**config.mk**
```make
export PLATFORM = sky130hd
export DESIGN_NAME = ysyx_24100029_ifid_queue
export DESIGN_NICKNAME = d
export VERILOG_FILES = /design/src/rtl/ysyx_24100029_ifid_queue.sv
export SDC_FILE = /design/constraint.sdc
export NUM_CORES = 1
export LEC_CHECK = 0
export ABC_CLOCK_PERIOD_IN_PS = 3400
export CAP_MARGIN = 20
export CORE_MARGIN = 5
export CORE_UTILIZATION = 54
export DETAILED_ROUTE_END_ITERATION = 16
export PLACE_DENSITY = 0.95
export SLEW_MARGIN = 20
export SYNTH_ARGS = -nofsm -noshare
export SYNTH_HDL_FRONTEND = slang
export SYNTH_SLANG_ARGS = --single-unit
export TNS_END_PERCENT = 1
```
**constraint.sdc**
```tcl
create_clock -name clock -period 3.4 [get_ports clock]
set_clock_uncertainty 0.05 [all_clocks]
set_input_delay 0.85 -clock clock [delete_from_list [all_inputs] [get_ports clock]]
set_output_delay 0.85 -clock clock [all_outputs]
set_load 0.05 [all_outputs]
```
**src/rtl/ysyx_24100029_ifid_queue.sv**
```systemverilog
// Fetch-to-decode instruction buffer: in-order {pc, inst} circular queue with
// flush and a saturating decode-starvation counter.
module ysyx_24100029_ifid_queue #(
    parameter int unsigned DEPTH = 2,
    parameter int unsigned XLEN  = 32,
    parameter int unsigned CNT_W = 32
) (
    input  logic                     clock,
    input  logic                     reset,
    input  logic                     in_valid,
    output logic                     in_ready,
    input  logic [XLEN-1:0]          in_pc,
    input  logic [XLEN-1:0]          in_inst,
    output logic                     out_valid,
    input  logic                     out_ready,
    output logic [XLEN-1:0]          out_pc,
    output logic [XLEN-1:0]          out_inst,
    input  logic                     flush,
    output logic [$clog2(DEPTH):0]   count,
    output logic [CNT_W-1:0]         starve_cnt
);

    localparam int unsigned PTR_W = $clog2(DEPTH);
    localparam int unsigned OCC_W = PTR_W + 1;
    localparam int unsigned ENT_W = 2 * XLEN;

    logic [ENT_W-1:0] mem [DEPTH];
    logic [PTR_W-1:0] rp;
    logic [PTR_W-1:0] wp;
    logic             push_c;
    logic             pop_c;
    logic             starve_c;

    // Handshake flags are decoded from registered occupancy only.
    assign in_ready  = (count != OCC_W'(DEPTH));
    assign out_valid = (count != OCC_W'(0));
    assign push_c    = in_valid & in_ready & ~flush;
    assign pop_c     = out_valid & out_ready & ~flush;
    assign starve_c  = out_ready & ~out_valid & ~flush & ~(&starve_cnt);

    assign out_pc   = mem[rp][ENT_W-1:XLEN];
    assign out_inst = mem[rp][XLEN-1:0];

    // Entry storage; cleared on reset so the head reads zero.
    always_ff @(posedge clock or negedge reset) begin
        if (!reset) begin
            for (int i = 0; i < int'(DEPTH); i++) begin
                mem[i] <= '0;
            end
        end else if (push_c) begin
            mem[wp] <= {in_pc, in_inst};
        end
    end

    // Pointers and occupancy; flush overrides any handshake in the same cycle.
    always_ff @(posedge clock or negedge reset) begin
        if (!reset) begin
            rp    <= '0;
            wp    <= '0;
            count <= '0;
        end else if (flush) begin
            rp    <= '0;
            wp    <= '0;
            count <= '0;
        end else begin
            if (push_c) begin
                wp <= wp + PTR_W'(1);
            end
            if (pop_c) begin
                rp <= rp + PTR_W'(1);
            end
            case ({push_c, pop_c})
                2'b10:   count <= count + OCC_W'(1);
                2'b01:   count <= count - OCC_W'(1);
                default: count <= count;
            endcase
        end
    end

    // Saturating count of cycles decode wanted an instruction but had none.
    always_ff @(posedge clock or negedge reset) begin
        if (!reset) begin
            starve_cnt <= '0;
        end else if (starve_c) begin
            starve_cnt <= starve_cnt + CNT_W'(1);
        end
    end

endmodule

```
==> results of run 1 <==
==> flip-flops by register name (all words and copies together), names as in the netlist <==
name        count
wp              1
rp              1
starve_cnt     32
count           2
mem           128
==> logic make-up (layout without fill, tap and decap cells) <==
group | after synthesis | count (layout) | share of synthesized area
AOI/OAI and AO/OA | 7 | 7 | 0.00651
xor gates and xnor gates | 31 | 31 | 0.0372
adders and majority gates | 1 | 1 | 0.00171
muxes | 194 | 194 | 0.299
buffers and inverters | 25 | 212 | 0.0149
and+or+nand+nor | 98 | 98 | 0.0788
DFF | 164 | 164 | 0.562
==> power groups by stage <==
stage	clock network (mW)	registers [mW]	logic, mW
final	1.99	2.69	2.38
after global routing	2.10	2.74	2.50
after CTS	2.01	2.69	2.40
after detailed placement	0	2.71	2.38
after global placement	0	2.65	2.32
after floorplan	0	2.72	1.58
==> cell type report <==
| class | instances | area (sq um) | share of cell area |
|---|---|---|---|
| tap | 176 | 220 | 0.0224 |
| clock inverter | 9 | 153 | 0.0155 |
| sequential | 164 | 4110 | 0.417 |
| clock buffer | 23 | 458 | 0.0465 |
| inverter | 3 | 11.3 | 0.00114 |
| timing repair buffer | 177 | 1800 | 0.183 |
| multi-input combinational | 331 | 3100 | 0.315 |
==> per-layer routing <==
layer / global-route usage / share of wire / vias to the layer above
li1: - / - / 2221
met1: 0.291 / 0.41 / 2537
met2: 0.379 / 0.51 / 200
met3: 0.0609 / 0.065 / 23
met4: 0.0650 / 0.016 / 0
met5: 0 / 0 / -
==> synthesized netlist by cell type, types with 3 or more instances <==
library cell  instances  area [sq um]
and3_1                5          31.3
buf_2                12          60.1
clkbuf_1             10          37.5
dfrtp_1             164          4100
inv_1                 3          11.3
mux2_1               21           236
mux2_2              172          1940
nand2_1              15          56.3
nand3_1              14          70.1
nand4_1              10          62.6
nor2_1               19          71.3
nor3_1                7          35.0
nor4_1                5          31.3
xnor2_1              14           123
xor2_1               17           149
==> worst max-delay path: cells and delay by family, from the launching register on <==
kind,cells,cell delay (ps)
DFF,1,380
muxes,1,400
buffers and inverters,2,1010
==> worst max-delay path by stage <==
| stage | from | endpoint | slack (ps) | depth (start not counted) |
|---|---|---|---|---|
| after floorplan | count[0]$_DFFE_PN0P_ | mem[73]$_DFFE_PN0P_ | 810 | 5 |
| after global placement | out_ready | starve_cnt[27]$_DFFE_PN0P_ | 530 | 6 |
| after detailed placement | out_ready | starve_cnt[27]$_DFFE_PN0P_ | 380 | 6 |
| after CTS | rp$_DFFE_PN0P_ | out_pc[23] | 260 | 3 |
| after global routing | rp$_DFFE_PN0P_ | out_pc[23] | 230 | 3 |
| final | rp$_DFFE_PN0P_ | out_pc[28] | 290 | 3 |
==> impl_results.md, run 1 <==
* Pre-CTS setup slack at 385 ps
* DRT Wirelength at 17400 microns
* Area of placed instances at 9240 sq um
* Root buf cell: clkbuf_16
* Max frequency at 0.321 GHz
* Cts hold-fix bufs at 0
* Core box area at 13200 sq um
* Synth Instances at 520
* Cells on worst reg2reg path at 6
* Max incr delay on CP at 710 ps
* Antenna violations before repair at 0
* Wire length per cell at 19.7 microns
* Reg power frac at 0.381
* Max-slew headroom at 0.500
* Worst path slowest cell: clkdlybuf4s50_1
* Worst slew pin tran at 750 ps
* CTS Buffer Depth at 2
* Post-DRT Antenna Nets at 0
* I/O Buffers at 168
* Iteration-0 DRC Markers at 366
* Commonest non-fill, non-tap cell in the layout: mux2_2
* Final hold slack at 426 ps
* Design Area, Final at 9850 sq um
* H-tree levels at 4
* GRT Util Overall at 0.226
* Width of the die at 126 microns
* Slew Viols, Final at 0
* Worst reg2reg endpoint: starve_cnt[19]$_DFFE_PN0P_
* Via count at 4981
* Initial core utilization at 0.551
* CTS Buf Count at 17
* Worst reg2reg path startpoint: starve_cnt[0]$_DFFE_PN0P_
* Total power at 7.06 mW
* Synth warn at 0
* Min cycle time layout at 3110 ps
* Pwr Density at 717 nW/um^2
* Sw frac at 0.335
* Synth Net Count at 590
* Detailed Routing Iterations Pass 1 at 5
* Part of the cycle the worst path needs at 0.916
* Final Hold Viols at 0
* Synth async-reset ratio at 1.00
* Number of synthesized flops with an enable pin at 0
* Hold crit path type: primary input to async pin
* Reg2Reg Setup Slack at 970 ps
* Share of layout cells above drive strength 1 at 0.308
* Vias per inst at 5.64
* Critical Path AT at 2210 ps
* Post-CTS setup repair buffer count at 0
* Largest net degree at the start of global routing at 85
* Global-route wire length before repair at 28900 microns
* Synthesized area at 7300 sq um
* Num rows at 42
* Top FF cell, synth: dfrtp_1
* Later-pin clock latency in the skew report at 430 ps
* Critical path startpoint category: flip-flop
* Crit path cell chain: buf_4, mux2_2, clkdlybuf4s50_1
* N_diodes at 0
* Placed Cells at 851
* Die height at 126 microns
* Leak at 4.14 nW
* Clk sink count at 164
* CTS tree: built
* Max-cap violations at 0
* Avg Inst Size Synth at 14.0 sq um
* Clock share of power at 0.282
* Crit path max fanout at 21
* Sequential area share after synthesis at 0.562
* Fin nets at 764
* Most frequent cells in the layout: mux2_2 (172), clkdlybuf4s50_1 (167), dfrtp_1 (163), mux2_1 (21), nor2_1 (19)
* Placer Congestion at 0.877
* VDD IR max at 565 uV
* Area delta synth->final at 34.8%
* Crit end category: output port
* DRC violations left at 0
* Placed wire-length estimate at 11600 microns
* P_int at 4.69 mW
* Fin Setup TNS at 0 ps
* Die area at 16000 sq um
* Finish-stage setup viols at 0
* Final core utilization at 0.744
* FILL cells at 791
* IO Count at 169
* Combinational share of power at 0.337
* RSZ-0062 raised after global routing: no
* Final worst setup slack at 287 ps
* Vias in the first global route at 5503
* P_sw at 2.37 mW
* Worst-path clk slew at 60 ps
* Final Non-Filler Cells at 883
* GRT overflow at 0
* Yosys reg bits at 164
* Synth cell types at 42
* Post-CTS Resized at 0
* Crit path required time at 2500 ps
* Crit path kind: flip-flop to output port
* Status: finished, final reports clean
No activity file was read; power rests on OpenSTA's default activity.
==> inputs of run 2 (changes only) <==
ABC_AREA = 0   (was default)
CORE_MARGIN = 2   (was 5)
==> run 2 against run 1 <==
  * Sequential share of layout area is 0.22 points lower
  * Combinational power about the same
  * Hold slack lost 61 ps
  * Critical path type unchanged
==> impl_results.md, run 2 (synthesis gave the netlist of run 1 again) <==
* GRT Util Overall at 0.242 (+0.0162)
* Sw frac at 0.330 (-0.00512)
* Max-cap violations at 0 (unchanged)
* P_sw at 2.36 mW (-0.20%)
* CTS Buf Count at 17 (unchanged)
* P_int at 4.79 mW (+2.1%)
* Worst-path clk slew at 60 ps (about the same)
* Crit path required time at 2500 ps (about the same)
* Share of layout cells above drive strength 1 at 0.315 (+0.00618)
* Max frequency at 0.321 GHz (about the same)
* DRT Wirelength at 16600 microns (-4.8%)
* Status: finished, final reports clean
* Pre-CTS setup slack at 422 ps (+36.6 ps)
* Post-CTS Resized at 0 (unchanged)
* Largest regs: mem (128), starve_cnt (32), count (2)
* Post-DRT Antenna Nets at 0 (unchanged)
* Final Hold Viols at 0 (unchanged)
* Root buf cell: clkbuf_16
* Fin nets at 766 (+0.26%)
* Wire length per cell at 18.7 microns (-5.0%)
* Final worst setup slack at 288 ps (+1.18 ps)
* Pwr Density at 722 nW/um^2 (+0.82%)
* Clk sink count at 164 (unchanged)
* Reg2Reg Setup Slack at 1020 ps (+50 ps)
* Vias in the first global route at 5465 (-0.69%)
* Critical Path AT at 2210 ps (about the same)
* Via count at 4917 (-1.3%)
* Min cycle time layout at 3110 ps (-1.18 ps)
* GRT overflow at 0 (unchanged)
* Placer Congestion at 0.909 (+3.7%)
* DRC violations left at 0 (unchanged)
* Num rows at 42 (unchanged)
* Commonest non-fill, non-tap cell in the layout: mux2_2
* Placed Cells at 853 (+0.24%)
* Die area at 14500 sq um (-9.3%)
* Part of the cycle the worst path needs at 0.915 (about the same)
* Clock share of power at 0.295 (+0.013)
* Crit end category: output port
* Most frequent cells in the layout: mux2_2 (172), clkdlybuf4s50_1 (167), dfrtp_1 (163), mux2_1 (21), nor2_1 (19)
* Worst slew pin tran at 606 ps (-144 ps)
* IO Count at 169 (unchanged)
* Design Area, Final at 9900 sq um (+0.52%)
* Max-slew headroom at 0.596 (+0.0957)
* Fin Setup TNS at 0 ps (unchanged)
* Die height at 120 microns (-4.8%)
* Iteration-0 DRC Markers at 210 (-43%)
* Max reg flops at 128 (unchanged)
* Core box area at 13200 sq um (unchanged)
* CTS Buffer Depth at 2 (unchanged)
* Critical path startpoint category: flip-flop
* Crit path kind: flip-flop to output port
* I/O Buffers at 168 (unchanged)
* Final Non-Filler Cells at 885 (+0.23%)
* CTS tree: built
* Detailed Routing Iterations Pass 1 at 4 (-1)
* Crit path max fanout at 46 (+120%)
* Global-route wire length before repair at 27400 microns (-5.1%)
* Leak at 4.16 nW (+0.63%)
* VDD IR max at 524 uV (-7.2%)
* Area of placed instances at 9240 sq um (about the same)
* Combinational share of power at 0.331 (-0.006)
* Cts hold-fix bufs at 0 (unchanged)
* H-tree levels at 4 (unchanged)
* RSZ-0062 raised after global routing: no
* Width of the die at 120 microns (-4.8%)
* Later-pin clock latency in the skew report at 420 ps (about the same)
* Top reg by flops: mem
* Placed wire-length estimate at 11300 microns (-3.2%)
* Total power at 7.15 mW (+1.3%)
* N_diodes at 0 (unchanged)
* Hold crit path type: primary input to async pin
* Largest net degree at the start of global routing at 70 (-18%)
* Initial core utilization at 0.551 (unchanged)
* Vias per inst at 5.56 (-1.5%)
* Post-CTS setup repair buffer count at 0 (unchanged)
* Area delta synth->final at 35.5%
* Slew Viols, Final at 0 (unchanged)
* Finish-stage setup viols at 0 (unchanged)
* Reg power frac at 0.375 (-0.006)
* Antenna violations before repair at 0 (unchanged)
==> run 2: cell count changes in the layout (fill, tap and decap cells not counted), moves of 2 or more <==
| cell | previous run | this run |
|---|---|---|
| buf_4 | 5 | 8 |
| clkbuf_1 | 5 | 2 |
| clkinv_2 | 2 | 0 |
| clkinv_4 | 0 | 2 |
==> run 2: power by group through the flow <==
stage | logic (mW) | clock network, mW | registers (mW)
after floorplan | 1.58 | 0 | 2.72
after global placement | 2.31 | 0 | 2.65
after detailed placement | 2.37 | 0 | 2.71
after CTS | 2.38 | 2.15 | 2.68
after global routing | 2.48 | 2.26 | 2.74
final | 2.36 | 2.11 | 2.68
==> run 2: layout make-up <==
| type | instances | area, sq um |
|---|---|---|
| clock inverter | 11 | 199 |
| tap | 176 | 220 |
| inverter | 3 | 11.3 |
| sequential | 164 | 4110 |
| timing repair buffer | 179 | 1800 |
| clock buffer | 21 | 460 |
| multi-input combinational | 331 | 3100 |
| fill | 831 | 3340 |
==> run 2: per-stage QoR <==
stage / utilization / hold slack [ps]
after CTS: 0.747 / 377
after global routing: 0.747 / 394
after global placement: 0.698 / 413
final: 0.747 / 366
after floorplan: - / 404
after detailed placement: 0.698 / 422
==> run 2: routing by layer <==
metal	GRT usage	routed length, microns	vias up
met5	0	0	-
met4	0.0807	289	0
met3	0.0736	1060	25
met2	0.414	8310	177
met1	0.293	6890	2498
li1	-	-	2217
==> run 2: worst max-delay path: stages, from the launching register on <==
cell and delay [ps]:
dfrtp_2 380, buf_12 250, mux2_2 380, clkdlybuf4s50_1 730
==> run 2: final timing paths <==
kind                                                 from                         end  cells past startpoint
max in group asynchronous                           reset              rp$_DFFE_PN0P_                      2
worst max register to register  starve_cnt[0]$_DFFE_PN0P_  starve_cnt[27]$_DFFE_PN0P_                      6
worst min-delay path                                reset          mem[4]$_DFFE_PN0P_                      1
worst max-delay path                       rp$_DFFE_PN0P_                 out_inst[5]                      3
min in group clock                    mem[79]$_DFFE_PN0P_         mem[79]$_DFFE_PN0P_                      1
worst min register to register        mem[79]$_DFFE_PN0P_         mem[79]$_DFFE_PN0P_                      1
